### src/rtl/ysyx_24080006_mdu_if.sv
// Request/response bundle between the execute stage and the multiply/divide unit.
interface ysyx_24080006_mdu_if;
  logic        valid_i;
  logic        ready_o;
  logic        signed_a_i;
  logic        signed_b_i;
  logic [1:0]  mdu_op_i;
  logic [31:0] op_a_i;
  logic [31:0] op_b_i;
  logic        flush_i;
  logic        valid_o;
  logic        ready_i;
  logic [31:0] result_o;

  // The MDU itself is the slave; the execute stage drives requests as master.
  modport slave (
    input  valid_i, signed_a_i, signed_b_i, mdu_op_i, op_a_i, op_b_i, flush_i, ready_i,
    output ready_o, valid_o, result_o
  );

  modport master (
    output valid_i, signed_a_i, signed_b_i, mdu_op_i, op_a_i, op_b_i, flush_i, ready_i,
    input  ready_o, valid_o, result_o
  );
endinterface

### src/rtl/ysyx_24080006_mdu.sv
// Iterative RV32M multiply/divide unit: radix-2 shift-add multiply and
// restoring divide on operand magnitudes, followed by a one-cycle sign fix.
module ysyx_24080006_mdu #(
  parameter int unsigned ITER = 32
) (
  input  logic                 clk_i,
  input  logic                 rst_ni,
  ysyx_24080006_mdu_if.slave   mdu
);

  localparam int unsigned CNT_W = $clog2(ITER);

  typedef enum logic [1:0] {IDLE, CALC, FIX, DONE} state_e;
  typedef enum logic [1:0] {MULL, MULH, DIV, REM} mdu_op_e;

  state_e             r_state;
  state_e             w_state_nxt;
  mdu_op_e            r_op;
  logic               r_sign_a;
  logic               r_sign_b;
  logic [31:0]        r_mag_a;   // multiplier (shifts right) or dividend (shifts left)
  logic [31:0]        r_mag_b;   // multiplicand or divisor
  logic [63:0]        r_acc;     // product, or {remainder, quotient}
  logic [CNT_W-1:0]   r_cnt;
  logic [31:0]        r_result;

  mdu_op_e            w_op;
  logic               w_is_div;
  logic               w_sign_a;
  logic               w_sign_b;
  logic [31:0]        w_mag_a;
  logic [31:0]        w_mag_b;
  logic               w_div_zero;
  logic               w_accept;
  logic               w_last;
  logic [32:0]        w_mul_sum;
  logic [32:0]        w_rem_sh;
  logic [32:0]        w_diff;
  logic [63:0]        w_acc_nxt;
  logic [31:0]        w_mag_a_nxt;
  logic [63:0]        w_prod_fix;
  logic [31:0]        w_fix_res;

  // Request decode: signs and magnitudes; 0x80000000 negates to itself.
  always_comb begin
    w_op       = mdu_op_e'(mdu.mdu_op_i);
    w_is_div   = mdu.mdu_op_i[1];
    w_sign_a   = mdu.signed_a_i & mdu.op_a_i[31];
    w_sign_b   = (w_is_div ? mdu.signed_a_i : mdu.signed_b_i) & mdu.op_b_i[31];
    w_mag_a    = w_sign_a ? (~mdu.op_a_i + 32'd1) : mdu.op_a_i;
    w_mag_b    = w_sign_b ? (~mdu.op_b_i + 32'd1) : mdu.op_b_i;
    w_div_zero = w_is_div && (mdu.op_b_i == '0);
    w_accept   = (r_state == IDLE) && mdu.valid_i && !mdu.flush_i;
    w_last     = (r_cnt == CNT_W'(ITER - 1));
  end

  // One iteration step; the dividend bits are fed into the remainder from
  // r_mag_a's MSB so the accumulator can start cleared for both operations.
  always_comb begin
    w_mul_sum   = {1'b0, r_acc[63:32]} + (r_mag_a[0] ? {1'b0, r_mag_b} : 33'd0);
    w_rem_sh    = {r_acc[63:32], r_mag_a[31]};
    w_diff      = w_rem_sh - {1'b0, r_mag_b};
    w_acc_nxt   = r_acc;
    w_mag_a_nxt = r_mag_a;
    if (r_op == DIV || r_op == REM) begin
      w_mag_a_nxt = {r_mag_a[30:0], 1'b0};
      if (!w_diff[32]) w_acc_nxt = {w_diff[31:0], r_acc[30:0], 1'b1};
      else             w_acc_nxt = {w_rem_sh[31:0], r_acc[30:0], 1'b0};
    end else begin
      w_mag_a_nxt = {1'b0, r_mag_a[31:1]};
      w_acc_nxt   = {w_mul_sum, r_acc[31:1]};
    end
  end

  // Sign correction applied in FIX.
  always_comb begin
    w_prod_fix = (r_sign_a ^ r_sign_b) ? (~r_acc + 64'd1) : r_acc;
    w_fix_res  = '0;
    case (r_op)
      MULL: w_fix_res = w_prod_fix[31:0];
      MULH: w_fix_res = w_prod_fix[63:32];
      DIV:  w_fix_res = (r_sign_a ^ r_sign_b) ? (~r_acc[31:0] + 32'd1) : r_acc[31:0];
      REM:  w_fix_res = r_sign_a ? (~r_acc[63:32] + 32'd1) : r_acc[63:32];
      default: w_fix_res = '0;
    endcase
  end

  // State register.
  always_ff @(posedge clk_i or negedge rst_ni) begin
    if (!rst_ni) r_state <= IDLE;
    else         r_state <= w_state_nxt;
  end

  // Next-state logic; flush overrides everything, including a DONE handshake.
  always_comb begin
    w_state_nxt = r_state;
    if (mdu.flush_i) begin
      w_state_nxt = IDLE;
    end else begin
      case (r_state)
        IDLE: if (mdu.valid_i) w_state_nxt = w_div_zero ? DONE : CALC;
        CALC: if (w_last) w_state_nxt = FIX;
        FIX:  w_state_nxt = DONE;
        DONE: if (mdu.ready_i) w_state_nxt = IDLE;
        default: w_state_nxt = IDLE;
      endcase
    end
  end

  // Outputs decoded from state only.
  always_comb begin
    mdu.ready_o  = (r_state == IDLE);
    mdu.valid_o  = (r_state == DONE);
    mdu.result_o = r_result;
  end

  // Datapath registers.
  always_ff @(posedge clk_i or negedge rst_ni) begin
    if (!rst_ni) begin
      r_op     <= MULL;
      r_sign_a <= 1'b0;
      r_sign_b <= 1'b0;
      r_mag_a  <= '0;
      r_mag_b  <= '0;
      r_acc    <= '0;
      r_cnt    <= '0;
      r_result <= '0;
    end else if (!mdu.flush_i) begin
      case (r_state)
        IDLE: if (w_accept) begin
          r_op     <= w_op;
          r_sign_a <= w_sign_a;
          r_sign_b <= w_sign_b;
          r_mag_a  <= w_mag_a;
          r_mag_b  <= w_mag_b;
          r_acc    <= '0;
          r_cnt    <= '0;
          if (w_div_zero) r_result <= (w_op == DIV) ? '1 : mdu.op_a_i;
        end
        CALC: begin
          r_acc   <= w_acc_nxt;
          r_mag_a <= w_mag_a_nxt;
          if (!w_last) r_cnt <= r_cnt + 1'b1;
        end
        FIX: r_result <= w_fix_res;
        default: ;
      endcase
    end
  end

endmodule
### src/flat_wrapper.sv
// flat-port wrapper written by rule: the top's interface ports become plain ports
module ysyx_24080006_mdu_flat 
#(
  parameter int unsigned ITER = 32
)
  (clk_i, rst_ni, mdu_valid_i, mdu_signed_a_i, mdu_signed_b_i, mdu_mdu_op_i, mdu_op_a_i, mdu_op_b_i, mdu_flush_i, mdu_ready_i, mdu_ready_o, mdu_valid_o, mdu_result_o);
  ysyx_24080006_mdu_if mdu_i ();
  input  logic clk_i;
  input  logic rst_ni;
  input wire logic [$bits(mdu_i.valid_i)-1:0] mdu_valid_i;
  input wire logic [$bits(mdu_i.signed_a_i)-1:0] mdu_signed_a_i;
  input wire logic [$bits(mdu_i.signed_b_i)-1:0] mdu_signed_b_i;
  input wire logic [$bits(mdu_i.mdu_op_i)-1:0] mdu_mdu_op_i;
  input wire logic [$bits(mdu_i.op_a_i)-1:0] mdu_op_a_i;
  input wire logic [$bits(mdu_i.op_b_i)-1:0] mdu_op_b_i;
  input wire logic [$bits(mdu_i.flush_i)-1:0] mdu_flush_i;
  input wire logic [$bits(mdu_i.ready_i)-1:0] mdu_ready_i;
  output wire logic [$bits(mdu_i.ready_o)-1:0] mdu_ready_o;
  output wire logic [$bits(mdu_i.valid_o)-1:0] mdu_valid_o;
  output wire logic [$bits(mdu_i.result_o)-1:0] mdu_result_o;
  assign mdu_i.valid_i = mdu_valid_i;
  assign mdu_i.signed_a_i = mdu_signed_a_i;
  assign mdu_i.signed_b_i = mdu_signed_b_i;
  assign mdu_i.mdu_op_i = mdu_mdu_op_i;
  assign mdu_i.op_a_i = mdu_op_a_i;
  assign mdu_i.op_b_i = mdu_op_b_i;
  assign mdu_i.flush_i = mdu_flush_i;
  assign mdu_i.ready_i = mdu_ready_i;
  assign mdu_ready_o = mdu_i.ready_o;
  assign mdu_valid_o = mdu_i.valid_o;
  assign mdu_result_o = mdu_i.result_o;
  ysyx_24080006_mdu #(.ITER(ITER)) u_core (.clk_i(clk_i), .rst_ni(rst_ni), .mdu(mdu_i));
endmodule
### config.mk
export PLATFORM = sky130hd
export DESIGN_NAME = ysyx_24080006_mdu_flat
export DESIGN_NICKNAME = d
export VERILOG_FILES = /design/src/rtl/ysyx_24080006_mdu_if.sv /design/src/rtl/ysyx_24080006_mdu.sv /design/src/flat_wrapper.sv
export SDC_FILE = /design/constraint.sdc
export NUM_CORES = 1
export LEC_CHECK = 0
export BUFFER_PORTS_ARGS = -buffer_cell sky130_fd_sc_hd__clkbuf_2
export CAP_MARGIN = 20
export CORE_MARGIN = 1.5
export CORE_UTILIZATION = 50
export CTS_CLUSTER_DIAMETER = 80
export CTS_CLUSTER_SIZE = 20
export DETAILED_ROUTE_END_ITERATION = 10
export GPL_ROUTABILITY_DRIVEN = 0
export PLACE_DENSITY = 0.68
export SLEW_MARGIN = 40
export SYNTH_ARGS = -nofsm -noshare
export SYNTH_HDL_FRONTEND = slang
export SYNTH_SLANG_ARGS = --single-unit
### constraint.sdc
create_clock -name clk_i -period 4.1 [get_ports clk_i]
set_input_delay 0.41 -clock clk_i [delete_from_list [all_inputs] [get_ports clk_i]]
set_output_delay 0.41 -clock clk_i [all_outputs]
set_load 0.05 [all_outputs]
==> results of run 1 <==
==> cell families after synthesis <==
logic type | count (synthesis)
buf+inv | 179
simple gates | 678
compound gates | 601
xor+xnor | 173
fa+ha+maj | 76
flops | 171
mux | 89
==> sequential cells by signal, indices dropped and copies added, names as in the netlist <==
signal / cells
u_core.r_acc: 64
u_core.mdu.result_o: 32
u_core.r_mag_a: 32
u_core.r_mag_b: 32
u_core.r_cnt: 5
u_core.r_op: 2
u_core.r_state: 2
u_core.r_sign_a: 1
u_core.r_sign_b: 1
==> cell type report <==
class / count / share of cell area (%)
inverter: 67 / 1.48
timing repair buffer: 152 / 5.47
multi-input combinational: 1617 / 61.5
clock buffer: 19 / 2.66
sequential: 171 / 25.2
tap: 390 / 2.87
clock inverter: 13 / 0.854
==> repair_timing <==
action,CTS,global route
resized for setup,0,0
endpoints found under the hold margin,54,0
hold buffers,1,0
==> cell usage after synthesis (10+ instances only) <==
cell / instances
or3_1: 24
nand3_1: 59
nor3_1: 41
mux2_2: 33
a211oi_1: 13
a21o_1: 29
o31ai_1: 28
o21ai_1: 10
a21oi_1: 145
ha_1: 74
nand4_1: 13
a22oi_1: 16
inv_1: 67
nor4_1: 12
o221ai_1: 17
nor2b_1: 18
mux2i_1: 56
nand2b_1: 16
a31oi_1: 24
o211ai_1: 12
xor2_1: 79
dfrtp_1: 171
xnor2_1: 94
or4_1: 14
buf_1: 16
o22ai_1: 14
o21ai_0: 205
nand2_1: 274
nor2_1: 122
and2_1: 38
o21a_1: 14
clkbuf_1: 86
==> final timing paths <==
kind | start | end | slack (ns) | cells past startpoint
setup / recovery | u_core.r_acc[44] | u_core.r_acc[62] | 0.50 | 12
hold / removal | mdu_flush_i | u_core.r_state[1] | 0.21 | 2
setup reg to reg | u_core.r_acc[44] | u_core.r_acc[62] | 0.50 | 12
hold reg to reg | u_core.mdu.result_o[11] | u_core.mdu.result_o[11] | 0.49 | 2
max in group asynchronous | rst_ni | u_core.r_op[1] | 2.45 | 3
min in group asynchronous | rst_ni | u_core.r_acc[12] | 0.49 | 2
==> routing by layer <==
metal  wire, um  track usage, %  share of wire [%]
met3       4020            5.33                8.4
met4       1650            11.0                3.4
met5          0               0                  0
met1      20800            42.4                 43
met2      21400            48.2                 45
==> critical path, cell delays in order (launching register included) <==
cell	delay [ns]
dfrtp_1	0.52
ha_1	0.43
a21oi_1	0.36
o21ai_0	0.16
a2111oi_1	0.42
buf_4	0.21
a211o_1	0.15
a21oi_1	0.11
a211oi_4	0.28
buf_4	0.28
nor2b_1	0.07
a31o_1	0.18
a221o_1	0.31
==> power groups by stage <==
stage	Clock (mW)	Sequential, mW	Combinational [mW]
2_1_floorplan	0	3.35	7.42
3_3_place_gp	0	3.26	10.1
3_5_place_dp	0	3.28	10.2
4_1_cts	1.72	3.24	10.3
5_1_grt	1.79	3.36	11.5
6_report	1.69	3.28	10.5
==> metrics by stage <==
stage                     hold WS (ns)  setup slack [ns]  utilization, %
after floorplan                  0.114             0.939               -
after global routing             0.226             0.146            56.8
after CTS                        0.207             0.568            56.7
after detailed placement         0.414             0.322            54.7
after global placement           0.415             0.410            54.6
final                            0.213             0.499            56.8
==> impl_metrics.tcl, run 1 <==
set metrics [dict create \
    status "finished clean" \
    routedWlPerCell_um 19.7 \
    dp.cells 2395 \
    maxCapViolCount 0 \
    postCtsSetupBuffers 0 \
    viasPerCell 6.26 \
    syn_area_sq_mm 0.0154 \
    p_clk_share_pct 10.9 \
    slew_violations 0 \
    grt_max_degree 92 \
    seq_area_sq_mm 0.00428 \
    internal-power_mw 7.17 \
    cp_data_arrival_time_ns 3.93 \
    ys_async_sr_fraction_pct 100 \
    fin_crit_ns 3.60 \
    n_antenna_cell 0 \
    final_cell_mix "273 x nand2_1, 205 x o21ai_0, 170 x dfrtp_1, 145 x a21oi_1, 121 x nor2_1" \
    io_buffers 106 \
    slew_headroom_pct 48.3 \
    rsz0062_at_grt "false" \
    synth_seq_cells 171 \
    crit_type "reg2reg" \
    synth_area_leader_cell "dfrtp_1" \
    drcViolationCount 0 \
    switching_share_pct 53.7 \
    ir_worst_vdd_v 0.000529 \
    multiInputGateArea_sq_mm 0.0105 \
    dr_total_vias 15200 \
    synthCells 1967 \
    synth.top_cells.by_area "dfrtp_1 28%, nand2_1 6.7%, o21ai_0 6.7%" \
    nFillCells 2801 \
    tightest_slew_ns 0.775 \
    hold_viol 0 \
    yosysUniqueCellTypes 85 \
    seq_power_share_pct 21.2 \
    synth.area.mux_share_pct 6.07 \
    synth_edf_count 0 \
    fin_tns_setup_ns 0 \
    place_area_sq_mm 0.0164 \
    critPathLaunchType "flip-flop" \
    fin_skew_ns 0.0141 \
    synthXorXnorAreaFrac_pct 9.86 \
    first_pass_iters 6 \
    end_kind "flip-flop" \
    synthesis.nets 2116 \
    final_area_sq_mm 0.0170 \
    setup_viol 0 \
    drtAntennaViolNets 0 \
    combPwrFrac_pct 67.8 \
    grt_pass1_wl_mm 76.4 \
    grt_pass1_vias 13900 \
    ys_seq_area_share_pct 27.9 \
    hold_class "in2reg" \
    die_h_um 178 \
    antenna_found_initial 0 \
    required_ns 4.43 \
    initialDrtViolationCount 1667 \
    fmax_mhz 278 \
    layout_commonest_cell "nand2_1" \
    cts_root_buffer "clkbuf_16" \
    cts.sinks 171 \
    initial_core_util_pct 51.3 \
    area_delta_synth_final_pct 10.7 \
    p_leak_nw 7.77 \
    postSynthAreaPerCell_sq_um 7.81 \
    grtUsageTotal_pct 30.7 \
    fin_cells 2429 \
    crit_fanout 17 \
    post-route-period-util_pct 87.8 \
    clock_path_buffers 2 \
    cts_buffers 17 \
    yosys.area_share.adder_pct 6.29 \
    synthFlopType "dfrtp_1" \
    place_hpwl_mm 35.9 \
    grt_remaining_overflow 0 \
    cts_tree "done" \
    std_cell_rows 63 \
    switching_power_mw 8.31 \
    layout.nets 2175 \
    yosysWarnings 0 \
    synth_top_family_by_area "compound AO/OA/AOI/OAI gates" \
    drive_above_1_share_pct 12.4 \
    clk_pin_slew_worst_paths_ns 0.08 \
    power_mw 15.5 \
    routed_wl_mm 47.9 \
    clock_latency_ns 0.45 \
    core-area_sq_mm 0.0300 \
    synthSimpleGateAreaFrac_pct 21.2 \
    dieArea_sq_mm 0.0318 \
    ios 107 \
    die_w_um 178 \
    yosysTopAreaCellShare_pct 27.9 \
    power_density_mw_per_mm2 910 \
    synth_compound_area_share_pct 24.2 \
    h-tree-depth 4 \
]
(Power assumes the default switching activity.)
==> inputs of run 2 (changes only) <==
==> constraint.sdc (replaced) <==
create_clock -name clk_i -period 4.1 [get_ports clk_i]
set_input_delay 0.615 -clock clk_i [delete_from_list [all_inputs] [get_ports clk_i]]
set_output_delay 0.615 -clock clk_i [all_outputs]
set_load 0.05 [all_outputs]
==> run 2 against run 1 <==
Effect of this change: worst setup slack better by 0.10 ns; sequential share of layout area about the same; utilization about the same; routed wire length down 1.7%; clock power about the same; critical endpoint is now u_core.r_acc[59]; largest cell class unchanged; largest power group unchanged.
==> impl_metrics.tcl, run 2 (synthesized netlist as in run 1, its figures left out) <==
set metrics [dict create \
    status "finished clean" \
    cts_hold_buf 0 \
    combPwrFrac_pct 68.4 \
    dr_total_vias 15000 \
    cts_buffers 17 \
    layout_commonest_cell "nand2_1" \
    clk_pin_slew_worst_paths_ns 0.08 \
    power_density_mw_per_mm2 918 \
    place_hpwl_mm 35.4 \
    cts_tree "done" \
    cts_resized 0 \
    io_buffers 106 \
    post-route-period-util_pct 85.3 \
    final_cell_mix "273 x nand2_1, 205 x o21ai_0, 169 x dfrtp_1, 145 x a21oi_1, 121 x nor2_1" \
    viasPerCell 6.18 \
    grt_remaining_overflow 0 \
    hold_class "in2async" \
    crit_type "reg2reg" \
    grtUsageTotal_pct 30.1 \
    switching_share_pct 54.0 \
    slew_violations 0 \
    area_delta_synth_final_pct 10.7 \
    initial_core_util_pct 51.3 \
    routedWlPerCell_um 19.4 \
    top_register "u_core.r_acc" \
    h-tree-depth 4 \
    cts_root_buffer "clkbuf_16" \
    hold_viol 0 \
    layout.nets 2178 \
    ios 107 \
    dieArea_sq_mm 0.0318 \
    grt_max_degree 93 \
    core-area_sq_mm 0.0300 \
    grt_pass1_vias 14000 \
    clock_path_buffers 2 \
    fin_crit_ns 3.50 \
    ir_worst_vdd_v 0.000520 \
    first_pass_iters 5 \
    largest_reg_flops 64 \
    rsz0062_at_grt "false" \
    antenna_found_initial 1 \
    fmax_mhz 286 \
    end_kind "flip-flop" \
    fin_tns_setup_ns 0 \
    fin_cells 2433 \
    clock_latency_ns 0.46 \
    p_clk_share_pct 10.6 \
    drtAntennaViolNets 0 \
    postCtsSetupBuffers 0 \
    p_leak_nw 7.77 \
    routed_wl_mm 47.1 \
    die_w_um 178 \
    seq_area_sq_mm 0.00428 \
    seq_power_share_pct 21.0 \
    drcViolationCount 0 \
    internal-power_mw 7.19 \
    dp.cells 2399 \
    drive_above_1_share_pct 12.6 \
    setup_viol 0 \
    std_cell_rows 63 \
    slew_headroom_pct 42.5 \
    initialDrtViolationCount 1455 \
    critPathLaunchType "flip-flop" \
    tightest_slew_ns 0.863 \
    fin_skew_ns 0.0140 \
    crit_fanout 25 \
    cts.sinks 171 \
    maxCapViolCount 0 \
    nFillCells 2805 \
    required_ns 4.46 \
    die_h_um 178 \
    cp_data_arrival_time_ns 3.85 \
    switching_power_mw 8.43 \
    multiInputGateArea_sq_mm 0.0105 \
    grt_pass1_wl_mm 75.0 \
]
run 2: cell count changes in the layout (fill, tap and decap cells not counted), sizes merged:
cell         previous run  this run
clkinv                  2         4
buf                    46        50
diode                   0         1
inv                    75        74
dlygate4sd3             1         0
clkbuf                124       123
run 2: metal layers:
metal  track usage, %  up-vias  routed length [um]
met5                0        -                   0
met4             10.4        0                1330
met3             4.62       86                3890
met2             48.8      689               21500
met1             40.7     7045               20400
li1                 -     7213                   -
run 2: worst paths after layout:
check,start,to,slack [ns],cells past startpoint
min,rst_ni,u_core.r_acc[11],0.19,1
max,u_core.r_mag_a[0],u_core.r_acc[59],0.60,13
min in group clk_i,mdu_flush_i,u_core.r_state[1],0.43,2
min reg2reg,u_core.mdu.result_o[2],u_core.mdu.result_o[2],0.48,1
max reg2reg,u_core.r_mag_a[0],u_core.r_acc[59],0.60,13
max in group asynchronous,rst_ni,u_core.r_mag_a[7],3.02,2
run 2: layout make-up:
| cell class | instances | area share, % |
|---|---|---|
| antenna | 1 | 0.0147 |
| clock buffer | 18 | 2.52 |
| clock inverter | 14 | 0.912 |
| inverter | 67 | 1.48 |
| multi-input combinational | 1617 | 61.5 |
| sequential | 171 | 25.2 |
| tap | 390 | 2.87 |
| timing repair buffer | 155 | 5.56 |
run 2: through the flow:
| stage | area (sq um) | util, % | total power [mW] | setup slack, ns | hold slack (ns) |
|---|---|---|---|---|---|
| final | 17000 | 56.8 | 15.6 | 0.604 | 0.191 |
| after global routing | 17000 | 56.8 | 16.7 | 0.212 | 0.256 |
| after CTS | 17000 | 56.7 | 15.4 | 0.442 | 0.225 |
| after detailed placement | 16400 | 54.7 | 13.6 | 0.190 | 0.467 |
| after global placement | 16400 | 54.7 | 13.5 | 0.346 | 0.466 |
| after floorplan | 15400 | - | 10.8 | 0.939 | 0.319 |
run 2: critical path, cell delays in order (launching register included):
cell and delay (ns):
dfrtp_2 0.60, and2_1 0.19, ha_1 0.18, inv_1 0.06, fa_1 0.39, nor2b_1 0.19
o31ai_1 0.11, a21boi_0 0.32, o21ai_0 0.28, a31oi_1 0.36, o211ai_1 0.16, and3_1 0.21
o31a_1 0.26, o21ai_0 0.07
run 2: power groups by stage:
| stage | logic [mW] | clock network (mW) | registers, mW |
|---|---|---|---|
| after floorplan | 7.42 | 0 | 3.35 |
| after global placement | 10.2 | 0 | 3.25 |
| after detailed placement | 10.4 | 0 | 3.27 |
| after CTS | 10.5 | 1.68 | 3.24 |
| after global routing | 11.6 | 1.75 | 3.36 |
| final | 10.7 | 1.66 | 3.28 |
==> inputs of run 3 (changes only) <==
--- a/config.mk
+++ b/config.mk
@@ -13,7 +13,7 @@
 export CTS_CLUSTER_SIZE = 20
 export DETAILED_ROUTE_END_ITERATION = 10
 export GPL_ROUTABILITY_DRIVEN = 0
-export PLACE_DENSITY = 0.68
+export PLACE_DENSITY = 0.7
 export SLEW_MARGIN = 40
 export SYNTH_ARGS = -nofsm -noshare
 export SYNTH_HDL_FRONTEND = slang
==> run 3 against run 2 <==
Effect of this change: die area unchanged; register-to-register slack lost 0.17 ns; hold slack lost 0.013 ns; cell count shrank 0.29%; critical path depth is the same; first-iteration DRC count grew 6.1%; worst setup slack worse by 0.17 ns; routed wire length is 0.95% lower; power up 0.58%; count of clock-buffer cells in the layout is the same; critical path type unchanged; largest power group unchanged.
==> impl_metrics.tcl, run 3 (synthesized netlist as in run 1, its figures left out) <==
set metrics [dict create \
    die_h_um 178 \
    clock_latency_ns 0.45 \
    final_cell_mix "274 x nand2_1, 205 x o21ai_0, 169 x dfrtp_1, 145 x a21oi_1, 121 x nor2_1" \
    io_buffers 106 \
    setup_viol 0 \
    initialDrtViolationCount 1544 \
    grt_pass1_vias 13900 \
    fin_tns_setup_ns 0 \
    n_antenna_cell 0 \
    initial_core_util_pct 51.3 \
    hold_class "in2async" \
    ios 107 \
    slew_headroom_pct 43.9 \
    cts_resized 0 \
    grt_pass1_wl_mm 74.4 \
    die_w_um 178 \
    path_delay_family "compound AO/OA/AOI/OAI gates" \
    cts.sinks 171 \
    routedWlPerCell_um 19.2 \
    core-area_sq_mm 0.0300 \
    routed_wl_mm 46.7 \
    r2r-start "u_core.r_mag_a[31]" \
    critPathBufInv 2 \
    crit_type "reg2reg" \
    tightest_slew_ns 0.840 \
    antenna_found_initial 0 \
    clk_pin_slew_worst_paths_ns 0.08 \
    pre_cts_slack_ns 0.499 \
    p_leak_nw 7.78 \
    crit_fanout 46 \
    cts_tree "done" \
    grt_remaining_overflow 0 \
    cp_data_arrival_time_ns 3.97 \
    place_hpwl_mm 35.1 \
    h-tree-depth 4 \
    drcViolationCount 0 \
    cts_buffers 17 \
    slew_violations 0 \
    first_pass_iters 6 \
    crit_chain "inv_1, ha_1, fa_1, nor2b_1, o31ai_1, a21o_1, a211oi_1, o21ai_0, a211oi_4, buf_12, mux2_2, nand2_1, o311ai_0" \
    fin_crit_ns 3.66 \
    layout.nets 2173 \
    drive_above_1_share_pct 12.2 \
    drtAntennaViolNets 0 \
    top_register "u_core.r_acc" \
    cts_hold_buf 0 \
    cts_root_buffer "clkbuf_16" \
    dieArea_sq_mm 0.0318 \
    post-route-period-util_pct 89.3 \
    power_density_mw_per_mm2 923 \
    nFillCells 2782 \
    grt_max_degree 93 \
    viasPerCell 6.24 \
    grtUsageTotal_pct 29.6 \
    fin_ws_ns 0.438 \
    fin_skew_ns 0.0157 \
    hold_viol 0 \
    cp_slowest_cell "dfrtp_1" \
    area_delta_synth_final_pct 10.8 \
    std_cell_rows 63 \
    layout_commonest_cell "nand2_1" \
    critPathLaunchType "flip-flop" \
    dr_total_vias 15100 \
    fmax_mhz 273 \
    postCtsSetupBuffers 0 \
    max_stage_delay_ns 0.49 \
    crit_start "u_core.r_mag_a[31]" \
    maxCapViolCount 0 \
    required_ns 4.41 \
    status "finished clean" \
    clock_path_buffers 2 \
    ir_worst_vdd_v 0.000517 \
    largest_reg_flops 64 \
    rsz0062_at_grt "false" \
    end_kind "flip-flop" \
]
==> run 3: cell types whose count changed in the layout (fill, tap and decap cells not counted), moves of 2 or more <==
cell	before	now
clkinv_4	2	0
buf_4	44	39
buf_12	2	4
buf_6	3	1
inv_8	4	2
inv_6	3	6
bufinv_16	1	4
==> run 3: cell type report <==
cell class	instances	area [sq um]	area share, %
Multi-Input combinational cell	1617	10400	61.3
Sequential cell	171	4280	25.2
Timing Repair Buffer	150	925	5.43
Tap cell	390	488	2.87
Clock buffer	18	429	2.52
Inverter	67	251	1.48
Clock inverter	13	203	1.19
==> run 3: metrics by stage <==
stage                     util [%]  area, sq um  hold WS (ns)  cells  power (mW)
after global placement        54.7        16400         0.461   2394        13.4
after detailed placement      54.7        16400         0.466   2395        13.6
after global routing          56.8        17000         0.229   2426        16.8
after CTS                     56.8        17000         0.206   2426        15.5
after floorplan                  -        15400         0.319   1967        10.8
final                         56.8        17000         0.178   2426        15.7
==> run 3: per-layer routing <==
metal  vias up  global-route usage, %  wire length [um]
met2       712                   48.1             21100
met4         0                   9.34              1290
met5         -                      0                 0
met1      7133                   40.7             20500
li1       7206                      -                 -
met3        84                   3.94              3760
==> run 3: power by group <==
part	internal, mW	switching (mW)	total, mW
registers	2.33	0.940	3.27
clock network	1.04	0.761	1.80
logic	3.97	6.67	10.6
==> run 3: final timing paths <==
path	endpoint	slack [ns]	depth (start not counted)
max	u_core.r_acc[40]	0.44	13
min	u_core.mdu.result_o[6]	0.18	1
max reg2reg	u_core.r_acc[40]	0.44	13
min reg2reg	u_core.mdu.result_o[4]	0.48	1
max in group asynchronous	u_core.r_op[1]	2.98	2
min in group clk_i	u_core.r_state[1]	0.43	2
